$ cat src/rtl/unpacked_pair_alu_pkg.sv
// Shared types and clamp-limit helpers for the pairwise add/subtract engine.
// Limits are built LIM_W wide so callers can slice them to any result width.
package unpacked_pair_alu_pkg;

  typedef enum logic [1:0] {
    WRAP_U = 2'd0,
    WRAP_S = 2'd1,
    SAT_U  = 2'd2,
    SAT_S  = 2'd3
  } mode_e;

  typedef enum logic [1:0] {
    IDLE = 2'd0,
    CALC = 2'd1,
    DONE = 2'd2
  } state_e;

  localparam int LIM_W = 128;

  // All-ones in the low w bits: the largest unsigned w-bit value.
  function automatic logic [LIM_W-1:0] umax_lim(input int w);
    logic [LIM_W-1:0] v;
    v = '0;
    for (int i = 0; i < LIM_W; i++) begin
      if (i < w) v[i] = 1'b1;
    end
    return v;
  endfunction

  function automatic logic [LIM_W-1:0] smax_lim(input int w);
    return umax_lim(w - 1);
  endfunction

  // Only bit w-1 set: the most negative w-bit two's-complement pattern.
  function automatic logic [LIM_W-1:0] smin_lim(input int w);
    logic [LIM_W-1:0] v;
    v = '0;
    for (int i = 0; i < LIM_W; i++) begin
      if (i == w - 1) v[i] = 1'b1;
    end
    return v;
  endfunction

endpackage

$ cat src/rtl/unpacked_pair_lane.sv
// One pair: x = f(a0 + b0), y = f(a1 - b1) with wrap/saturate per mode; combinational.
// No latency, no flow control; the parent sequences lanes over the operand memories.
module unpacked_pair_lane
  import unpacked_pair_alu_pkg::*;
#(
  parameter int WIDTH  = 16,
  parameter int OWIDTH = 32
) (
  input  logic [WIDTH-1:0]  a0,
  input  logic [WIDTH-1:0]  b0,
  input  logic [WIDTH-1:0]  a1,
  input  logic [WIDTH-1:0]  b1,
  input  mode_e             mode,
  output logic [OWIDTH-1:0] x,
  output logic [OWIDTH-1:0] y,
  output logic              ovf
);

  // Two guard bits above OWIDTH hold any sum/difference of WIDTH-bit operands exactly.
  localparam int EW = OWIDTH + 2;

  localparam logic [LIM_W-1:0]  UMAX_F = umax_lim(OWIDTH);
  localparam logic [LIM_W-1:0]  SMAX_F = smax_lim(OWIDTH);
  localparam logic [LIM_W-1:0]  SMIN_F = smin_lim(OWIDTH);
  localparam logic [OWIDTH-1:0] UMAX   = UMAX_F[OWIDTH-1:0];
  localparam logic [OWIDTH-1:0] SMAX   = SMAX_F[OWIDTH-1:0];
  localparam logic [OWIDTH-1:0] SMIN   = SMIN_F[OWIDTH-1:0];

  logic          sgn;
  logic          sat;
  logic [EW-1:0] sum;
  logic [EW-1:0] diff;
  logic [OWIDTH:0] fx;
  logic [OWIDTH:0] fy;

  function automatic logic [EW-1:0] ext(input logic [WIDTH-1:0] v, input logic s);
    return {{(EW-WIDTH){s & v[WIDTH-1]}}, v};
  endfunction

  // Returns {out_of_range, result}; result is the wrapped or clamped value.
  function automatic logic [OWIDTH:0] fit(input logic [EW-1:0] v, input logic s,
                                          input logic clamp);
    logic neg;
    logic hi;
    logic lo;
    logic [OWIDTH-1:0] r;
    neg = v[EW-1];
    if (s) begin
      hi = !neg && (v[OWIDTH:OWIDTH-1] != 2'b00);
      lo = neg && (v[OWIDTH:OWIDTH-1] != 2'b11);
    end else begin
      hi = !neg && v[OWIDTH];
      lo = neg;
    end
    r = v[OWIDTH-1:0];
    if (clamp && hi) r = s ? SMAX : UMAX;
    if (clamp && lo) r = s ? SMIN : '0;
    return {hi | lo, r};
  endfunction

  always_comb begin
    sgn  = (mode == WRAP_S) || (mode == SAT_S);
    sat  = (mode == SAT_U) || (mode == SAT_S);
    sum  = ext(a0, sgn) + ext(b0, sgn);
    diff = ext(a1, sgn) - ext(b1, sgn);
    fx   = fit(sum, sgn, sat);
    fy   = fit(diff, sgn, sat);
    x    = fx[OWIDTH-1:0];
    y    = fy[OWIDTH-1:0];
    ovf  = fx[OWIDTH] | fy[OWIDTH];
  end

endmodule

$ cat src/rtl/unpacked_pair_alu.sv
// Pairwise add/subtract over captured operand memories, LANES pairs per cycle; out_valid NB edges after accept.
// Single transaction in flight: in_ready stays low until the result handshake, results hold while out_ready is low.
module unpacked_pair_alu
  import unpacked_pair_alu_pkg::*;
#(
  parameter int WIDTH  = 16,
  parameter int DEPTH  = 8,
  parameter int OWIDTH = 32,
  parameter int LANES  = 2
) (
  input  logic              clk,
  input  logic              rst,
  input  logic              in_valid,
  output logic              in_ready,
  input  logic [1:0]        mode,
  input  logic [WIDTH-1:0]  mem_a    [0:DEPTH-1],
  input  logic [WIDTH-1:0]  mem_b    [0:DEPTH-1],
  output logic              out_valid,
  input  logic              out_ready,
  output logic [OWIDTH-1:0] result_x [0:DEPTH/2-1],
  output logic [OWIDTH-1:0] result_y [0:DEPTH/2-1],
  output logic              ovf
);

  localparam int NP = DEPTH / 2;
  localparam int NB = NP / LANES;
  localparam int CW = (NB > 1) ? $clog2(NB) : 1;
  localparam logic [CW-1:0] K_LAST = CW'(NB - 1);

  state_e           state_q;
  state_e           state_d;
  logic [WIDTH-1:0] cap_a [0:DEPTH-1];
  logic [WIDTH-1:0] cap_b [0:DEPTH-1];
  mode_e            mode_q;
  logic [CW-1:0]    k_q;

  logic [WIDTH-1:0]  l_a0 [LANES];
  logic [WIDTH-1:0]  l_b0 [LANES];
  logic [WIDTH-1:0]  l_a1 [LANES];
  logic [WIDTH-1:0]  l_b1 [LANES];
  logic [OWIDTH-1:0] l_x  [LANES];
  logic [OWIDTH-1:0] l_y  [LANES];
  logic [LANES-1:0]  l_ovf;

  // Steer block k of the captured memories onto the lanes.
  always_comb begin
    for (int l = 0; l < LANES; l++) begin
      l_a0[l] = '0;
      l_b0[l] = '0;
      l_a1[l] = '0;
      l_b1[l] = '0;
    end
    for (int kk = 0; kk < NB; kk++) begin
      if (k_q == CW'(kk)) begin
        for (int l = 0; l < LANES; l++) begin
          l_a0[l] = cap_a[2*(kk*LANES+l)];
          l_b0[l] = cap_b[2*(kk*LANES+l)];
          l_a1[l] = cap_a[2*(kk*LANES+l)+1];
          l_b1[l] = cap_b[2*(kk*LANES+l)+1];
        end
      end
    end
  end

  for (genvar g = 0; g < LANES; g++) begin : g_lane
    unpacked_pair_lane #(
      .WIDTH  (WIDTH),
      .OWIDTH (OWIDTH)
    ) u_lane (
      .a0   (l_a0[g]),
      .b0   (l_b0[g]),
      .a1   (l_a1[g]),
      .b1   (l_b1[g]),
      .mode (mode_q),
      .x    (l_x[g]),
      .y    (l_y[g]),
      .ovf  (l_ovf[g])
    );
  end

  always_ff @(posedge clk or posedge rst) begin
    if (rst) state_q <= IDLE;
    else     state_q <= state_d;
  end

  always_comb begin
    state_d = state_q;
    case (state_q)
      IDLE:    if (in_valid) state_d = CALC;
      CALC:    if (k_q == K_LAST) state_d = DONE;
      DONE:    if (out_ready) state_d = IDLE;
      default: state_d = IDLE;
    endcase
  end

  assign in_ready  = (state_q == IDLE);
  assign out_valid = (state_q == DONE);

  always_ff @(posedge clk or posedge rst) begin
    if (rst) begin
      for (int p = 0; p < DEPTH; p++) begin
        cap_a[p] <= '0;
        cap_b[p] <= '0;
      end
      for (int p = 0; p < NP; p++) begin
        result_x[p] <= '0;
        result_y[p] <= '0;
      end
      mode_q <= WRAP_U;
      k_q    <= '0;
      ovf    <= 1'b0;
    end else begin
      case (state_q)
        IDLE: begin
          if (in_valid) begin
            for (int p = 0; p < DEPTH; p++) begin
              cap_a[p] <= mem_a[p];
              cap_b[p] <= mem_b[p];
            end
            mode_q <= mode_e'(mode);
            k_q    <= '0;
            ovf    <= 1'b0;
          end
        end
        CALC: begin
          // Entries outside block k keep their earlier contents.
          for (int p = 0; p < NP; p++) begin
            if (p / LANES == int'(k_q)) begin
              result_x[p] <= l_x[p % LANES];
              result_y[p] <= l_y[p % LANES];
            end
          end
          ovf <= ovf | (|l_ovf);
          k_q <= (k_q == K_LAST) ? '0 : k_q + 1'b1;
        end
        default: ;
      endcase
    end
  end

endmodule
$ cat config.mk
export PLATFORM = sky130hd
export DESIGN_NAME = unpacked_pair_alu
export DESIGN_NICKNAME = d
export VERILOG_FILES = /design/src/rtl/unpacked_pair_alu_pkg.sv /design/src/rtl/unpacked_pair_lane.sv /design/src/rtl/unpacked_pair_alu.sv
export SDC_FILE = /design/constraint.sdc
export NUM_CORES = 1
export LEC_CHECK = 0
export CAP_MARGIN = 0
export CORE_MARGIN = 1.5
export CORE_UTILIZATION = 29
export CTS_CLUSTER_DIAMETER = 60
export DETAILED_ROUTE_END_ITERATION = 6
export PLACE_DENSITY = 0.54
export SLEW_MARGIN = 20
export SYNTH_ARGS = -nofsm -noshare
export SYNTH_HDL_FRONTEND = slang
export SYNTH_SLANG_ARGS = --single-unit
$ cat constraint.sdc
create_clock -name clk -period 25.3 [get_ports clk]
set_input_delay 5.06 -clock clk [delete_from_list [all_inputs] [get_ports clk]]
set_output_delay 5.06 -clock clk [all_outputs]
set_load 0.005 [all_outputs]
# After elaboration in Yosys (flattened, before gate mapping)
# Index checks and enable logic that the tools add are counted.
[totals]
input_bits = 262
out_inout_bits = 259
reg_bits = 518
wordCells = 129
[op_classes]
n_reduce_logical = 38
eq_ne = 12
bitwise_logic = 16
add_sub_neg = 5
n_mux = 30
[op_table]
columns = ["operator", "n"]
rows = [
  ["$mux 32", 14],
  ["$add 17x17->18", 2],
  ["$sub 17x17->18", 2],
  ["$logic_and 1x1->1", 20],
  ["$ne 2x2->1 const B", 6],
  ["$mux 1", 10],
  ["$reduce_bool 2->1", 5],
  ["$and 1x1->1", 8],
  ["$reduce_and 2->1", 4],
  ["$or 1x1->1", 7],
  ["$eq 2x2->1 const B", 3],
  ["$mux 2", 3],
  ["$pmux 2 s3", 1],
  ["$eq 2x1->1 const B", 2],
  ["$logic_not 1->1", 4],
  ["$pmux 1 s2", 2],
  ["$reduce_and 3->1", 1],
  ["$logic_not 2->1", 1],
  ["$logic_or 1x1->1", 2],
  ["$ne 2x1->1 const B", 1],
  ["$reduce_or 2->1", 1],
  ["$add 1x1->1 const B", 1],
  ["$not 1->1", 1],
]

# Depth between registers and ports, before layout
# Gate-level depths: netlist of the first run.
[logic_depth]
ltp_word = 12
mapped_depth = 14
depth_no_buf = 11

# Hierarchy
# Synthesis of the first run repeated with hierarchy kept, for this count alone.
[hier_totals]
cells_unflattened = 1877
hier_area_um2 = 26289.0
[by_module_without_submodules]
columns = ["module", "instances", "area_each_um2", "seq_area_each_um2", "cells_each"]
rows = [
  ["unpacked_pair_alu", 1, 21948.6, 12962.4, 1251],
  ["unpacked_pair_lane (g_lane[0].u_lane)", 1, 2178.3, 0.0, 305],
  ["unpacked_pair_lane (g_lane[1].u_lane)", 1, 2162.1, 0.0, 321],
]

# Worst setup path after synthesis of the first run
# No wires, ideal clock.
[synth_timing]
kind = "input -> register"
start = "input port in_valid"
end = "register cap_b[100] (netlist name)"
cell_stages = 5
setup_time_ns = 0.125
t_required_ns = 25.175
n_path_buf = 2
path_slack_ns = 18.881
t_arrival_ns = 6.294
path_cell_list = "nand2b_1 nor2_1 clkbuf_1 buf_2 mux2_2"
[synth_between]
elab_chain_len = 1
[synth_lines]
columns = ["element", "line_no", "text"]
rows = [
  ["start, declared", "unpacked_pair_alu.sv:13", "input logic in_valid,"],
  ["$reduce_and 2->1 (no source line)", "--", ""],
  ["end signal, assigned by index", "unpacked_pair_alu.sv:118", "cap_b[p] <= mem_b[p];"],
  ["end, declared", "unpacked_pair_alu.sv:33", "logic [WIDTH-1:0] cap_b [0:DEPTH-1];"],
]
# Every way passes these cells.
# A chain may end at the register's enable or synchronous reset.

==> reports/metrics.csv, run 1 <==
stage;metric;value;unit
power_and_ir_drop;pwr_density_cell;173.4;mW/mm^2
setup_path;worst_setup_path_start_kind;input port;
sta;achievable-frequency;123.9;MHz
power_and_ir_drop;power_frac_comb;58.5;%
routing;detail_route.drc_violations;0;
grt;gr-usage-all-layers;16.35;%
floorplan;core;0.07173;mm^2
min_path;min_from;result_x[73];
clocking;ctsHoldBuffers;0;
floorplan;die_footprint;0.07423;mm^2
final_layout;register_area;0.01036;mm^2
routing;final_antenna_violating_net_count;0;
sta;setup_tns;0;ns
clocking;cts-htree-levels;2;
synthesis;synth.cell_area;0.02105;mm^2
grt;vias_in_the_first_global_route;15850;
synthesis;synth_seq_cells;414;
synthesis;ys_dominant_reg_cell;sky130_fd_sc_hd__dfrtp_1;
status;outcome;finished clean;
sta;final_min_period_over_clock_period;31.89;%
place;portBuffers;520;
clocking;clock-sinks;414;
final_layout;nets;2526;
routing;drt_pre_antenna_iters;5;
grt;grt_max_degree;88;
clocking;clk_transition_reported_paths;0.06;ns
clocking;clockRootBuffer;sky130_fd_sc_hd__clkbuf_16;
routing;post_drt_wl_per_cell;19.25;um
setup_path;worst-path-max-fanout;74;
final_layout;area_of_the_multi_input_gates;0.009394;mm^2
setup_path;critical_path_required;25.78;ns
setup_path;timing.reg2reg.worst_path_depth;12;
sta;worst_slew_pin_slew;1.079;ns
clocking;clock_insertion_delay_worst_skew;0.57;ns
floorplan;die_height;272.4;um
synthesis;async_flop_share;100.0;%
final_layout;drive_above_1_share;21.67;%
clocking;cts_tree;built;
min_path;worstHoldPathType;reg -> reg;
job;max_cap_viol_count;0;
clocking;cts_buffer_depth;3;
sta;timing_max_transition_violations_final;0;
power_and_ir_drop;sequentialPowerShare;24.8;%
power_and_ir_drop;power.ir.vdd_worst;0.06421;mV
power_and_ir_drop;cell_internal_pwr;0.002874;W
power_and_ir_drop;leakagePower;11.87;nW
sta;slew_headroom;28.06;%
synthesis;synth-warning-count;0;
sta;finalWorstPathRequiredPeriod;8.068;ns
grt;antenna_found_initial;8;
sta;finalWorstSetupSlack;17.23;ns
grt;grt_first_pass_wirelength;94160;um
floorplan;ios;521;
setup_path;reg2reg_setup_slack;19.66;ns
synthesis;net_count_after_synthesis;2130;
place;routabilityCongestion;0.8143;
routing;met1Wirelength;26290;um
sta;rsz0062_at_grt;false;
sta;clock-skew-final;0.01637;ns
routing;met3RoutedLength;3682;um
synthesis;synth_cell_types;77;
setup_path;arrival;8.55;ns
power_and_ir_drop;net_switching_power;0.002033;W
power_and_ir_drop;power.share.clock;16.7;%
setup_path;r2r_end;result_y[12];
synthesis;postSynthAreaPerCell;11.72;um^2
final_layout;final_common_cell;sky130_fd_sc_hd__clkdlybuf4s50_1;
routing;drt-initial-drc-count;635;
clocking;post_cts_resize_count;0;
routing;vias;15110;
routing;wirelength;61340;um
synthesis;synth_edf_count;0;
synthesis;syn-instance-count;1796;
power_and_ir_drop;post-layout-total-power;0.004907;W
floorplan;rows;98;
min_path;whs_endpoint;result_x[73];
place;place.detailed.hpwl;46020;um
grt;grt_overflow;0;
sta;finalSetupViolations;0;
setup_path;critPathKind;in -> async;
final_layout;mostFrequentLayoutCells;sky130_fd_sc_hd__clkdlybuf4s50_1 (520), sky130_fd_sc_hd__dfrtp_1 (413), sky130_fd_sc_hd__mux2_2 (348);
power_and_ir_drop;power.switching_fraction;41.43;%
routing;route.met2.wl;29870;um
setup_path;rr_startpoint;k_q;
clocking;cts_buffers;51;
setup_path;critical_path.endpoint_type;asynchronous set/reset pin;
final_layout;fillerInstances;6858;
final_layout;syn_to_final_growth;34.42;%
sta;final_hold_viol_count;0;
place;place_ws;16.40;ns
routing;avgViaCountPerCell;4.740;
clocking;post-cts-setup-buffer-count;0;
synthesis;synth_seq_area_share;49.21;%
floorplan;die_width;272.4;um
routing;highest_layer;met5;
floorplan;start_util;29.35;%
min_path;holdPathStages;2;
==> critical path, stage by stage <==
cell	delay (ns)
sky130_fd_sc_hd__clkdlybuf4s50_1	0.51
sky130_fd_sc_hd__inv_8	0.41
sky130_fd_sc_hd__buf_4	0.82
sky130_fd_sc_hd__buf_4	0.80
sky130_fd_sc_hd__buf_4	0.81
==> worst max-delay path by stage <==
stage / start / endpoint / slack, ns / cells past startpoint
floorplan: rst / cap_a[0] / 8.72 / 1
detailed placement: rst / k_q / 16.40 / 5
global placement: rst / k_q / 16.49 / 5
finish: rst / k_q / 17.23 / 5
global route: rst / k_q / 16.65 / 5
CTS: rst / k_q / 17.03 / 5
==> Yosys cell counts (4+ instances only) <==
master	count	share of area (%)
sky130_fd_sc_hd__mux2_2	348	19
sky130_fd_sc_hd__dfrtp_1	414	49
sky130_fd_sc_hd__buf_2	25	0.59
sky130_fd_sc_hd__and3_1	6	0.18
sky130_fd_sc_hd__a31oi_1	9	0.27
sky130_fd_sc_hd__o211ai_1	4	0.14
sky130_fd_sc_hd__xnor2_1	24	1.0
sky130_fd_sc_hd__o31ai_1	54	1.9
sky130_fd_sc_hd__clkbuf_1	48	0.86
sky130_fd_sc_hd__nand2_1	205	3.7
sky130_fd_sc_hd__o21bai_1	6	0.21
sky130_fd_sc_hd__nor2_1	36	0.64
sky130_fd_sc_hd__ha_1	68	4.0
sky130_fd_sc_hd__mux2i_1	38	1.8
sky130_fd_sc_hd__or2_2	5	0.15
sky130_fd_sc_hd__a21o_1	23	0.82
sky130_fd_sc_hd__o41ai_1	8	0.33
sky130_fd_sc_hd__o21ai_1	5	0.12
sky130_fd_sc_hd__nor2b_1	16	0.48
sky130_fd_sc_hd__nor3_1	13	0.31
sky130_fd_sc_hd__o21a_1	12	0.43
sky130_fd_sc_hd__a211oi_1	5	0.18
sky130_fd_sc_hd__and2_1	11	0.33
sky130_fd_sc_hd__fa_1	4	0.38
sky130_fd_sc_hd__nand3_1	10	0.24
sky130_fd_sc_hd__xor2_1	19	0.79
sky130_fd_sc_hd__buf_6	5	0.27
sky130_fd_sc_hd__buf_4	107	3.8
sky130_fd_sc_hd__nand4_1	4	0.12
sky130_fd_sc_hd__a21oi_1	41	0.97
sky130_fd_sc_hd__nand2b_1	17	0.51
sky130_fd_sc_hd__inv_1	22	0.39
sky130_fd_sc_hd__a211o_1	5	0.21
sky130_fd_sc_hd__o21ai_0	110	2.6
==> registers in the layout, indices dropped and copies added (netlist names) <==
name and count:
cap_a 128, result_y 76, ovf 1, k_q 1
result_x 76, mode_q 2, cap_b 128, state_q 2
==> stage by stage <==
stage          cell area, um^2  hold slack, ns  std cells  util, %
2_1_floorplan            21050          0.4673       1796        -
3_3_place_gp             26360          0.4622       3089    36.75
3_5_place_dp             26360          0.4608       3089    36.75
4_1_cts                  28290          0.4748       3183    39.44
5_1_grt                  28290          0.4853       3184    39.44
6_report                 28300          0.4690       3187    39.45
==> layer usage <==
layer	global-route usage, %	vias to the layer above
li1	-	7112
met1	20.26	7462
met2	28.17	428
met3	4.011	93
met4	4.488	10
met5	0	-
==> power groups by stage <==
| stage | registers, W | logic [W] | clock network (W) |
|---|---|---|---|
| final | 0.00122 | 0.00287 | 0.000818 |
| after global routing | 0.00127 | 0.00319 | 0.000872 |
| after CTS | 0.00123 | 0.00291 | 0.000844 |
| after detailed placement | 0.00124 | 0.00289 | 0 |
| after global placement | 0.00122 | 0.00284 | 0 |
| after floorplan | 0.00116 | 0.00201 | 0 |
==> cells by family after synthesis <==
family,share of synthesized area [%]
flops,49.21
fa+ha+maj,4.421
simple gates,7.179
buf+inv,6.282
xor+xnor,1.789
compound gates,10.70
mux,20.42
==> cell type report <==
class | instances | area share (%)
sequential | 414 | 36.62
multi-input combinational | 1167 | 33.19
timing repair buffer | 536 | 18.82
clock buffer | 71 | 5.385
tap | 950 | 4.200
clock inverter | 23 | 1.432
inverter | 22 | 0.3183
antenna | 4 | 0.03537
No activity file was read; power rests on OpenSTA's default activity.
==> inputs of run 2 (changes only) <==
- clock period: 25.3 -> 8.2 ns (I/O delays scaled with it)
==> run 2 against run 1 <==
Against the previous run:
- global-route usage fell by 0.25 points
- clock skew rose by 0.0083 ns
- power rose to 3.0 times the previous value
- non-clock buffer count is 4 lower
- worst setup slack lost 14 ns
- clock power grew to 2.8 times the previous value
- design area is 0.69% lower
- highest routed layer unchanged
- critical endpoint is now result_y[9]
- core utilization shrank 0.27 points
- final cell count down 0.13%
- critical path depth increased by 6
- routed wire length down 0.60%
==> reports/metrics.csv, run 2 (synthesis results as in run 1) <==
stage;metric;value;unit;change
clocking;clockRootBuffer;sky130_fd_sc_hd__clkbuf_16;;
floorplan;rows;98;;unchanged
clocking;post_cts_resize_count;0;;unchanged
sta;final_hold_viol_count;0;;unchanged
clocking;clock_insertion_delay_worst_skew;0.60;ns;+0.03 ns
routing;vias;15030;;-0.50%
sta;setup_tns;0;ns;unchanged
setup_path;r2r_end;result_y[9];;
setup_path;critical_path_required;8.62;ns;-17.16 ns
final_layout;layout_top_registers;cap_a (128), cap_b (128);;
floorplan;die_height;272.4;um;unchanged
setup_path;cp.buffers_inverters;2;;-3
setup_path;critical_path_depth;11;;+6
setup_path;crit_path_end;result_y[9];;
setup_path;slowest_stage;sky130_fd_sc_hd__a21oi_4;;
sta;finalWorstPathRequiredPeriod;4.637;ns;
routing;post_drt_wl_per_cell;19.16;um;-0.47%
setup_path;critical_path.endpoint_type;flop;;
clocking;cts_buffers;53;;+3.9%
setup_path;worstPathCellList;buf_4 > mux2i_1 > inv_1 > ha_1 > nor2b_1 > o31a_1 > o211a_1 > o2111ai_1 > nand2_1 > a21oi_4 > o41ai_1;;
final_layout;drive_above_1_share;21.34;%;-0.34 points
setup_path;rr_startpoint;k_q;;
setup_path;cp_slowest_stage_delay;0.82;ns;about the same
sta;finalSetupViolations;0;;unchanged
setup_path;critPathKind;reg -> reg;;
floorplan;core;0.07173;mm^2;unchanged
grt;grt_max_degree;161;;+83%
job;max_cap_viol_count;0;;unchanged
floorplan;start_util;29.35;%;unchanged
clocking;cts_tree;built;;
floorplan;ios;521;;unchanged
grt;antenna_found_initial;8;;unchanged
final_layout;final_common_cell;sky130_fd_sc_hd__clkdlybuf4s50_1;;
floorplan;die_width;272.4;um;unchanged
place;routabilityCongestion;0.8078;;-0.80%
status;outcome;finished clean;;
final_layout;nets;2524;;-0.079%
clocking;clock-sinks;414;;unchanged
clocking;post-cts-setup-buffer-count;0;;unchanged
grt;grt_overflow;0;;unchanged
sta;slew_headroom;13.36;%;-15 points
grt;grt_first_pass_wirelength;92650;um;-1.6%
setup_path;reg2reg_setup_slack;3.56;ns;-16.10 ns
sta;rsz0062_at_grt;false;;
setup_path;worst_setup_path_start_kind;flop;;
place;portBuffers;520;;unchanged
grt;vias_in_the_first_global_route;15540;;-1.9%
clocking;cts_buffer_depth;3;;unchanged
sta;clock-skew-final;0.02466;ns;+0.008294 ns
setup_path;cp-startpoint;k_q;;
sta;achievable-frequency;215.7;MHz;
power_and_ir_drop;pwr_density_cell;530.3;mW/mm^2;+210%
floorplan;die_footprint;0.07423;mm^2;unchanged
routing;detail_route.drc_violations;0;;unchanged
setup_path;critPathTopFamily;compound AO/OA/AOI/OAI gates;;
setup_path;arrival;5.06;ns;-3.49 ns
routing;final_antenna_violating_net_count;0;;unchanged
clocking;ctsHoldBuffers;0;;unchanged
clocking;clk_transition_reported_paths;0.06;ns;about the same
grt;gr-usage-all-layers;16.10;%;-0.25 points
setup_path;worst-path-max-fanout;51;;-31%
final_layout;postLayoutCoreUtil;39.18;%;-0.27 points
clocking;cts-htree-levels;2;;unchanged
routing;wirelength;60980;um;-0.60%
min_path;worstHoldPathType;reg -> reg;;
place;place.detailed.hpwl;44980;um;-2.3%
final_layout;mostFrequentLayoutCells;sky130_fd_sc_hd__clkdlybuf4s50_1 (520), sky130_fd_sc_hd__dfrtp_1 (413), sky130_fd_sc_hd__mux2_2 (348);;
routing;avgViaCountPerCell;4.722;;-0.38%
sta;timing_max_transition_violations_final;0;;unchanged
setup_path;timing.reg2reg.worst_path_depth;11;;-1
power_and_ir_drop;leakagePower;11.76;nW;-0.91%
sta;final_min_period_over_clock_period;56.55;%;
routing;drt_pre_antenna_iters;5;;unchanged
sta;worst_slew_pin_slew;1.300;ns;+0.2205 ns
power_and_ir_drop;power.ir.vdd_worst;0.2375;mV;+270%
final_layout;syn_to_final_growth;33.49;%;
routing;drt-initial-drc-count;634;;-0.16%
## run 2: changes by cell type in the layout (fill, tap and decap cells not counted), moves of 2 or more
cell	delta
sky130_fd_sc_hd__bufinv_16	-8
sky130_fd_sc_hd__clkinv_4	+3
sky130_fd_sc_hd__buf_12	+3
sky130_fd_sc_hd__clkbuf_1	+6
sky130_fd_sc_hd__diode_2	-2
sky130_fd_sc_hd__clkbuf_8	-4
sky130_fd_sc_hd__buf_4	-7
## run 2: worst min-delay path by stage
stage,from,to,depth (start not counted)
after global routing,result_x[47],result_x[47],2
after global placement,result_y[73],result_y[73],2
after floorplan,result_x[14],result_x[14],2
after detailed placement,result_y[4],result_y[4],2
final,result_y[69],result_y[69],2
after CTS,result_x[66],result_x[66],2
## run 2: final cells by class
cell class	instances	area [um^2]
multi-input combinational	1167	9394
antenna	2	5.005
inverter	22	86.33
clock buffer	73	1491
clock inverter	23	244.0
fill	6901	43630
timing repair buffer	532	5333
sequential	414	10360
tap	950	1189
## run 2: worst reg2reg max path, cell delays in order (launching register included)
cell                        delay, ns
sky130_fd_sc_hd__dfrtp_4         0.81
sky130_fd_sc_hd__buf_4           0.70
sky130_fd_sc_hd__mux2i_1         0.44
sky130_fd_sc_hd__inv_1           0.08
sky130_fd_sc_hd__ha_1            0.27
sky130_fd_sc_hd__nor2b_1         0.14
sky130_fd_sc_hd__o31a_1          0.28
sky130_fd_sc_hd__o211a_1         0.30
sky130_fd_sc_hd__o2111ai_1       0.25
sky130_fd_sc_hd__nand2_1         0.16
sky130_fd_sc_hd__a21oi_4         0.82
sky130_fd_sc_hd__o41ai_1         0.21
## run 2: stage by stage
step	instance area (um^2)	instances	hold WS, ns	worst slack [ns]	power, W
6_report	28110	3183	0.4740	3.563	0.01490
5_1_grt	28110	3183	0.4883	3.137	0.01617
4_1_cts	28100	3181	0.4781	3.404	0.01511
3_5_place_dp	26370	3085	0.4647	3.420	0.01273
3_3_place_gp	26370	3085	0.4600	3.506	0.01255
2_1_floorplan	21060	1796	0.4673	0.9784	0.009771
## run 2: report_power, final
part	internal, W	leakage, nW	switching (W)
clock	0.00135	0.845	0.000946
sequential	0.00310	4.97	0.000652
combinational	0.00417	5.94	0.00470
## run 2: routing by layer
layer  share of wire [%]  up-vias  global-route usage [%]
met2                  48      484                   27.23
li1                    -     7102                       -
met5               0.075        -                       0
met3                 6.9       89                   4.346
met1                  42     7348                   20.02
met4                 2.5        6                   4.678
